## config.mk

```make
export PLATFORM = sky130hd
export DESIGN_NAME = bram_stream_reader
export DESIGN_NICKNAME = d
export VERILOG_FILES = /design/src/rtl/bram_stream_reader.sv
export SDC_FILE = /design/constraint.sdc
export NUM_CORES = 1
export LEC_CHECK = 0
export ABC_AREA = 1
export BUFFER_PORTS_ARGS = -buffer_cell sky130_fd_sc_hd__buf_2
export CORE_UTILIZATION = 40
export CTS_BUF_LIST = sky130_fd_sc_hd__clkbuf_8
export DETAILED_ROUTE_END_ITERATION = 16
export PLACE_DENSITY = 0.67
export SKIP_LAST_GASP = 1
export SLEW_MARGIN = 20
export SYNTH_ARGS = -nofsm -noshare
export SYNTH_HDL_FRONTEND = slang
export SYNTH_SLANG_ARGS = --single-unit
```

## constraint.sdc

```tcl
create_clock -name Clock -period 2.6 [get_ports Clock]
set_input_delay 0.26 -clock Clock [delete_from_list [all_inputs] [get_ports Clock]]
set_output_delay 0.26 -clock Clock [all_outputs]
set_load 0.1 [all_outputs]
```

## src/rtl/bram_stream_reader.sv

```systemverilog
// Read-initiator for one BRAM port: streams WordCount consecutive words from
// StartAddress onto a valid/ready interface through a credit-limited FIFO.
module bram_stream_reader #(
    parameter int unsigned AddrWidth  = 14,
    parameter int unsigned CountWidth = 16,
    parameter int unsigned FifoDepth  = 2
) (
    input  logic                  Clock,
    input  logic                  ResetN,
    input  logic                  Start,
    input  logic [AddrWidth-1:0]  StartAddress,
    input  logic [CountWidth-1:0] WordCount,
    input  logic                  Abort,
    output logic                  Busy,
    output logic                  Done,
    output logic [31:0]           BramAddress,
    output logic                  BramClockEn,
    output logic                  BramWrite,
    output logic [31:0]           BramDataIn,
    input  logic [31:0]           BramDataOut,
    output logic [31:0]           StreamData,
    output logic                  StreamValid,
    input  logic                  StreamReady,
    output logic                  StreamLast
);
    localparam int unsigned PtrWidth = (FifoDepth > 1) ? $clog2(FifoDepth) : 1;
    localparam int unsigned CntWidth = $clog2(FifoDepth + 1);

    typedef enum logic [1:0] {Idle, Read, Drain} stateT;
    stateT state, nextState;

    logic [AddrWidth-1:0]  issueAddr;
    logic [CountWidth-1:0] issueLeft;
    logic [CountWidth-1:0] sendLeft;
    logic                  inFlight;
    logic [31:0]           fifoMem [FifoDepth];
    logic [PtrWidth-1:0]   wrPtr;
    logic [PtrWidth-1:0]   rdPtr;
    logic [CntWidth-1:0]   fifoCount;
    logic [CntWidth:0]     occupancy;
    logic                  pop;
    logic                  issue;
    logic                  startAccept;
    logic                  startEmpty;
    logic                  lastPop;
    logic                  doneQ;

    function automatic logic [PtrWidth-1:0] nextPtr(input logic [PtrWidth-1:0] p);
        return (p == PtrWidth'(FifoDepth - 1)) ? '0 : p + PtrWidth'(1);
    endfunction

    assign pop         = (fifoCount != '0) && StreamReady;
    assign startAccept = (state == Idle) && Start && !Abort && (WordCount != '0);
    assign startEmpty  = (state == Idle) && Start && !Abort && (WordCount == '0);
    assign lastPop     = (state == Drain) && pop && !Abort && (sendLeft == CountWidth'(1));
    // Words already owed to the FIFO: stored plus in flight, less the one leaving now.
    assign occupancy   = (CntWidth+1)'(fifoCount) + (CntWidth+1)'(inFlight) - (CntWidth+1)'(pop);

    always_ff @(posedge Clock or negedge ResetN) begin
        if (!ResetN) state <= Idle;
        else         state <= nextState;
    end

    always_comb begin
        nextState = state;
        case (state)
            Idle:    if (startAccept) nextState = Read;
            Read:    if (Abort) nextState = Idle;
                     else if (issue && (issueLeft == CountWidth'(1))) nextState = Drain;
            Drain:   if (Abort || lastPop) nextState = Idle;
            default: nextState = Idle;
        endcase
    end

    always_comb begin
        Busy        = 1'b0;
        issue       = 1'b0;
        case (state)
            Read: begin
                Busy  = 1'b1;
                issue = !Abort && (issueLeft != '0) && (occupancy < (CntWidth+1)'(FifoDepth));
            end
            Drain:   Busy = 1'b1;
            default: ;
        endcase
        BramClockEn = issue;
    end

    // Address/count bookkeeping and FIFO pointers; Abort flushes everything in flight.
    always_ff @(posedge Clock or negedge ResetN) begin
        if (!ResetN) begin
            issueAddr <= '0;
            issueLeft <= '0;
            sendLeft  <= '0;
            inFlight  <= 1'b0;
            wrPtr     <= '0;
            rdPtr     <= '0;
            fifoCount <= '0;
            doneQ     <= 1'b0;
        end else begin
            doneQ <= startEmpty || lastPop;
            if (Abort) begin
                issueLeft <= '0;
                sendLeft  <= '0;
                inFlight  <= 1'b0;
                wrPtr     <= '0;
                rdPtr     <= '0;
                fifoCount <= '0;
            end else begin
                inFlight <= issue;
                if (startAccept) begin
                    issueAddr <= StartAddress;
                    issueLeft <= WordCount;
                    sendLeft  <= WordCount;
                end
                if (issue) begin
                    issueAddr <= issueAddr + AddrWidth'(1);
                    issueLeft <= issueLeft - CountWidth'(1);
                end
                if (inFlight) wrPtr <= nextPtr(wrPtr);
                if (pop) begin
                    rdPtr    <= nextPtr(rdPtr);
                    sendLeft <= sendLeft - CountWidth'(1);
                end
                fifoCount <= fifoCount + CntWidth'(inFlight) - CntWidth'(pop);
            end
        end
    end

    always_ff @(posedge Clock) begin
        if (inFlight && !Abort) fifoMem[wrPtr] <= BramDataOut;
    end

    assign Done        = doneQ;
    assign BramAddress = 32'(issueAddr);
    assign BramWrite   = 1'b0;
    assign BramDataIn  = '0;
    assign StreamValid = (fifoCount != '0);
    assign StreamData  = fifoMem[rdPtr];
    assign StreamLast  = StreamValid && (sendLeft == CountWidth'(1));
endmodule

```

---- Yosys cells after proc, flatten, opt, wreduce, memory -nomap -nowiden ----
Memory sizes are Yosys's and may differ from the RTL's.
Index checks and enable logic that the tools add are counted.
word-level totals
  bits in registers ....................... 54
  output and inout bits ................... 102
  memories kept ........................... 1
  bits in latches ......................... 0
  bits in read-only memories .............. 0
  bits in writable memories ............... 64
memories
  name     depth  bits a word  rd ports  clocked after memory_dff  wr ports  RTL line  RTL
  fifoMem  2      32           1         0                         1         36        logic [31:0] fifoMem [FifoDepth];
cells by class
  multipliers ............................. 0
  muxes and demuxes ....................... 24
  magnitude comparators ................... 1
  div/mod/pow operators ................... 0
  $add $sub $neg .......................... 9
  reduce and logical (&&, ||, !) cells .... 29
  shift operators ......................... 0
  bitwise logic cells ..................... 1
  eq/ne operators ......................... 7
operator list
  operator                 count
  $mux W16                 5
  $eq A16 B1 Y1 const B    2
  $reduce_bool A16 Y1      2
  $sub A16 B1 Y16 const B  2
  $mux W14                 2
  $logic_not A16 Y1        1
  $add A14 B1 Y14 const B  1
  $logic_and A1 B1 Y1      13
  $mux W1                  11
  $mux W2                  5
  $reduce_bool A2 Y1       4
  $pmux W2 S3              1
  $reduce_bool A3 Y1       2
  $add A2 B1 Y3            1
  $lt A3 B2 Y1 const B     1
  $ne A3 B3 Y1 const B     1
  $reduce_and A3 Y1        1
  $sub A3 B1 Y3            1
  $add A1 B1 Y1 const B    2
  $add A2 B1 Y2            1
  $eq A2 B1 Y1 const B     1
  $eq A2 B2 Y1 const B     1
  $logic_not A2 Y1         1
  $logic_or A1 B1 Y1       2
  7 further kinds          7

---- Logic depth before layout (Yosys ltp) ----
  depth in word-level cells ............... 10
  mapped depth ............................ 21
  depth with buffers taken out ............ 19

---- Worst setup path after synthesis ----
No wires, ideal clock.
  kind .................................... register to register
  start ................................... reg fifoCount[1]
  end ..................................... reg issueAddr[10]
  data required time ...................... 2.480 ns
  library setup time ...................... 0.120 ns
  cell stages (with the launch flop) ...... 19
  setup slack ............................. -1.203 ns
  arrival time ............................ 3.683 ns
  cell sequence ........................... dfrtp_1 -> inv_1 -> nand2_1 -> nand2_2 -> inv_2 -> clkbuf_1 -> nand2_1 -> o21ai_0 -> ha_1 -> inv_1 -> fa_1 -> nand3_1 -> nor2_2 -> nand2_4 -> inv_2 -> buf_2 -> nand2_1 -> nand3b_1 -> nand2_1
on the way
  word-level cells in the longest chain between the ends .. 8
  elaborated cells on any way between the ends .. 10
ends and longest elaborated chain
  element                              RTL line  RTL
  from (decl)                          39        logic [CntWidth-1:0] fifoCount;
  from (signal assigned)               125       fifoCount <= fifoCount + CntWidth'(inFlight) - CntWidth'(pop);
  $reduce_bool A2 Y1 (*)               -
  named net StreamValid                22        output logic StreamValid,
  $logic_and A1 B1 Y1 (*)              52        assign pop = (fifoCount != '0) && StreamReady;
  $sub A3 B1 Y3 (*)                    57        assign occupancy = (CntWidth+1)'(fifoCount) + (CntWidth+1)'(inFlight) - (CntWidth+1)'(pop);
  $lt A3 B2 Y1 (*)                     81        issue = !Abort && (issueLeft != '0) && (occupancy < (CntWidth+1)'(FifoDepth));
  $logic_and A1 B1 Y1 (*)              81
  $mux W1 (*)                          78        case (state)
  named net BramClockEn                17        output logic BramClockEn,
  $reduce_bool A2 Y1 (no source line)  -
  $reduce_and A2 Y1 (no source line)   -
  to (signal assigned)                 112       issueAddr <= StartAddress;
  to (signal assigned)                 117       issueAddr <= issueAddr + AddrWidth'(1);
  to (decl)                            32        logic [AddrWidth-1:0] issueAddr;
Mark *: on every way through the listed nets, which the timed path passes. The rest lies on a longest branch.
A chain may end at the register's enable or synchronous reset.

---- Worst setup path in the final report ----
  start ................................... reg fifoCount[1]
  end ..................................... out BramClockEn
on the way
  word-level cells in the longest chain between the ends .. 6
  elaborated cells on any way between the ends .. 7
ends and longest elaborated chain
  element                                                                RTL line
  parallel branches: the longest is 2 deep, another holds $add A2 B1 Y3  -
  $sub A3 B1 Y3 (*)                                                      57
  $lt A3 B2 Y1 (*)                                                       81
  $logic_and A1 B1 Y1 (*)                                                81
  $mux W1 (*)                                                            78
  to (decl)                                                              17
Mark *: on every way between the ends.

==> impl_metrics.yaml <==
power:
  combPwrFrac: 0.546
  seq_power_share: 0.276
  cellInternalPower_mw: 4.68
  total_power_mw: 10.0
  powerDensity_mw_per_mm2: 1210
  power_switching_mw: 5.37
  p_sw_frac: 0.534
  clockPowerShare: 0.178
  ir_drop_mv: 0.733
  power_leakage_nw: 4.00
global_routing:
  busiest_layer: "met2"
  overflow: 0
  antenna_found_initial: 0
  met1_usage: 0.248
  grt_pass1_wl_um: 25000
  grt.total_usage: 0.192
  grt_pass1_vias: 5210
  grt_max_degree: 55
  use_met3: 0.0407
  grt_use_met2: 0.316
routing:
  drt_iter0_drc: 342
  firstDrtPassIters: 5
  drc_errors: 0
  dr_total_vias: 5664
  wl_um: 16000
  ant_nets: 0
  wl_per_cell_um: 13.2
  avgViaCountPerCell: 4.65
min_path:
  holdPathEnd: "fifoMem[1][5]"
  min_path_cells: 1
  hold_class: "primary input to register"
  hp-start: "BramDataOut[5]"
sta:
  slew_headroom: 0.508
  finalSetupTns_ps: -98.8
  fmax_mhz: 371
  clock-skew-final_ps: 8.76
  post-route-min-period_ps: 2700
  post-route-period-util: 1.04
  hold_viol: 0
  tightestPinTransition_ps: 738
  maxSlewViolCount: 0
  rsz0062_at_grt: "true"
  setup_viol: 1
  whs_ps: 37.2
  worst_slack_ps: -98.8
clock_network:
  clock_latency_ps: 440
  clk_pin_slew_ps: 70
  clock-root-buffer: "clkbuf_8"
  cts_tree: "yes"
  cts_buffers: 17
  htree_levels: 4
  cts.sinks: 118
  clockBufferDepth: 2
status:
  outcome: "finished with violations"
  violations: "setup timing"
yosys:
  syn_area_sq_mm: 0.00663
  synth_most_common_cell: "nand2_1"
  synth_top_cell_by_area: "edfxtp_1"
  synth_commonest_cells: "nand2_1, nor2_1, inv_1"
  async_flop_share: 0.458
  ys_ff_latch: 118
  synth_flop_cell: "edfxtp_1"
  syn_inst: 821
  yosysSeqAreaShare: 0.494
  synth_warnings: 0
  synth.distinct_cells: 34
  synth_edf_count: 64
  syn_area_per_cell_sq_um: 8.07
  synth.top_cells.by_area: "edfxtp_1, dfrtp_1, nand2_1, buf_4, nand3_1"
  yosys.area.top_type_share: 0.290
place:
  gp_congestion: 0.846
  hpwl_um: 10700
  pre_cts_slack_ps: 59.2
  placedCellCount: 1147
  place_area_sq_mm: 0.00739
  io_buffers: 117
finish:
  antenna_cells: 0
  postLayoutCoreUtil: 0.517
  stdcell_area_sq_mm: 0.00827
  nFillCells: 1537
  multi_input_area_sq_mm: 0.00285
  seq_area_sq_mm: 0.00327
  drive_gt1_frac: 0.219
  syn_to_final_growth_pct: 24.8
  fin_cells: 1218
  finalNetCount: 1067
worst_setup_path:
  crit_required_ps: 2340
  reg2reg_to: "issueLeft[8]"
  reg2reg_setup_slack_ps: 0
  reg2reg_depth: 19
  cp_max_fo: 3
  end_kind: "output pin"
  r2r_start: "fifoCount[1]"
  cp-start-kind: "register"
  critPathKind: "register to output pin"
  worstPathArrival_ps: 2440
die:
  core_sq_mm: 0.0160
  ios: 169
  dieArea_sq_mm: 0.0171
  die_w_um: 131
  die_h_um: 131
  rows: 46
  initial_core_util: 0.414
job:
  max-cap-violations: 0
-- logic make-up (layout without fill, tap and decap cells) --
kind of cell	after synthesis	after routing	synth area share
AND/OR/NAND/NOR	443	443	0.275
XOR/XNOR	19	19	0.0251
buffers and inverters	150	281	0.120
flip-flops	118	118	0.494
AO/OA/AOI/OAI	79	79	0.0631
adder cells (fa/ha/maj)	11	11	0.0219
other	1	51	0.000566
-- state kept, by name, summed over array words and instances (netlist names) --
| signal | count |
|---|---|
| fifoMem | 64 |
| issueLeft | 16 |
| sendLeft | 16 |
| issueAddr | 14 |
| fifoCount | 2 |
| state | 2 |
| Done | 1 |
| inFlight | 1 |
| rdPtr | 1 |
| wrPtr | 1 |
-- what timing repair did --
action,in CTS,in global routing
setup buffers,2,9
setup endpoints to repair,2,32
endpoints found under the hold margin,104,1
cloned,0,1
resized for setup,6,14
pin swaps,2,3
hold buffers,26,1
-- per-layer routing --
layer	vias up	share of wire
li1	2865	-
met1	2607	0.46
met2	171	0.47
met3	21	0.055
met4	0	0.017
met5	-	0
-- power groups by stage --
stage	logic [mW]	registers, mW	clock network, mW
3_3_place_gp	5.20	2.78	0
4_1_cts	5.34	2.76	1.84
6_report	5.49	2.77	1.79
5_1_grt	5.94	2.84	1.92
2_1_floorplan	3.75	3.46	0
3_5_place_dp	5.26	2.78	0
-- layout by cell type, fill, tap and decap left out, drive strengths merged, types with 18 or more instances in the layout --
| master | netlist | layout |
|---|---|---|
| conb | 1 | 51 |
| dlygate4sd3 | 0 | 27 |
| o21ai | 60 | 60 |
| dfrtp | 54 | 54 |
| nand3 | 58 | 58 |
| edfxtp | 64 | 64 |
| inv | 74 | 75 |
| nor2 | 76 | 76 |
| clkbuf | 10 | 18 |
| buf | 65 | 146 |
| nand2 | 291 | 291 |
-- critical path: stages, from the launching register on --
cell and delay [ps]:
dfrtp_1 360, inv_2 80, nand2_8 70, nand2_4 50, inv_4 50, nand2_2 40
o21ai_1 70, ha_2 170, inv_1 40, fa_1 510, nand3_2 100, nor2_4 150
nand2_4 90, inv_8 60, buf_12 160
-- how the worst max path moves through the flow --
stage | slack [ps] | start | depth (start not counted) | end
final | -100 | fifoCount[1] | 14 | BramClockEn
after global routing | -250 | fifoCount[0] | 14 | BramClockEn
after CTS | -180 | fifoCount[1] | 14 | BramClockEn
after detailed placement | 60 | fifoCount[0] | 17 | issueAddr[10]
after global placement | 100 | fifoCount[0] | 17 | issueAddr[12]
after floorplan | -160 | fifoCount[1] | 18 | issueAddr[10]
-- final cells by class --
type,instances,share of cell area
well taps,216,0.0327
clock inverters,15,0.0227
multi-input cells,603,0.345
repair buffers,174,0.140
clock buffers,17,0.0283
flip-flops and latches,118,0.396
inverters,75,0.0359
(Power assumes the default switching activity.)
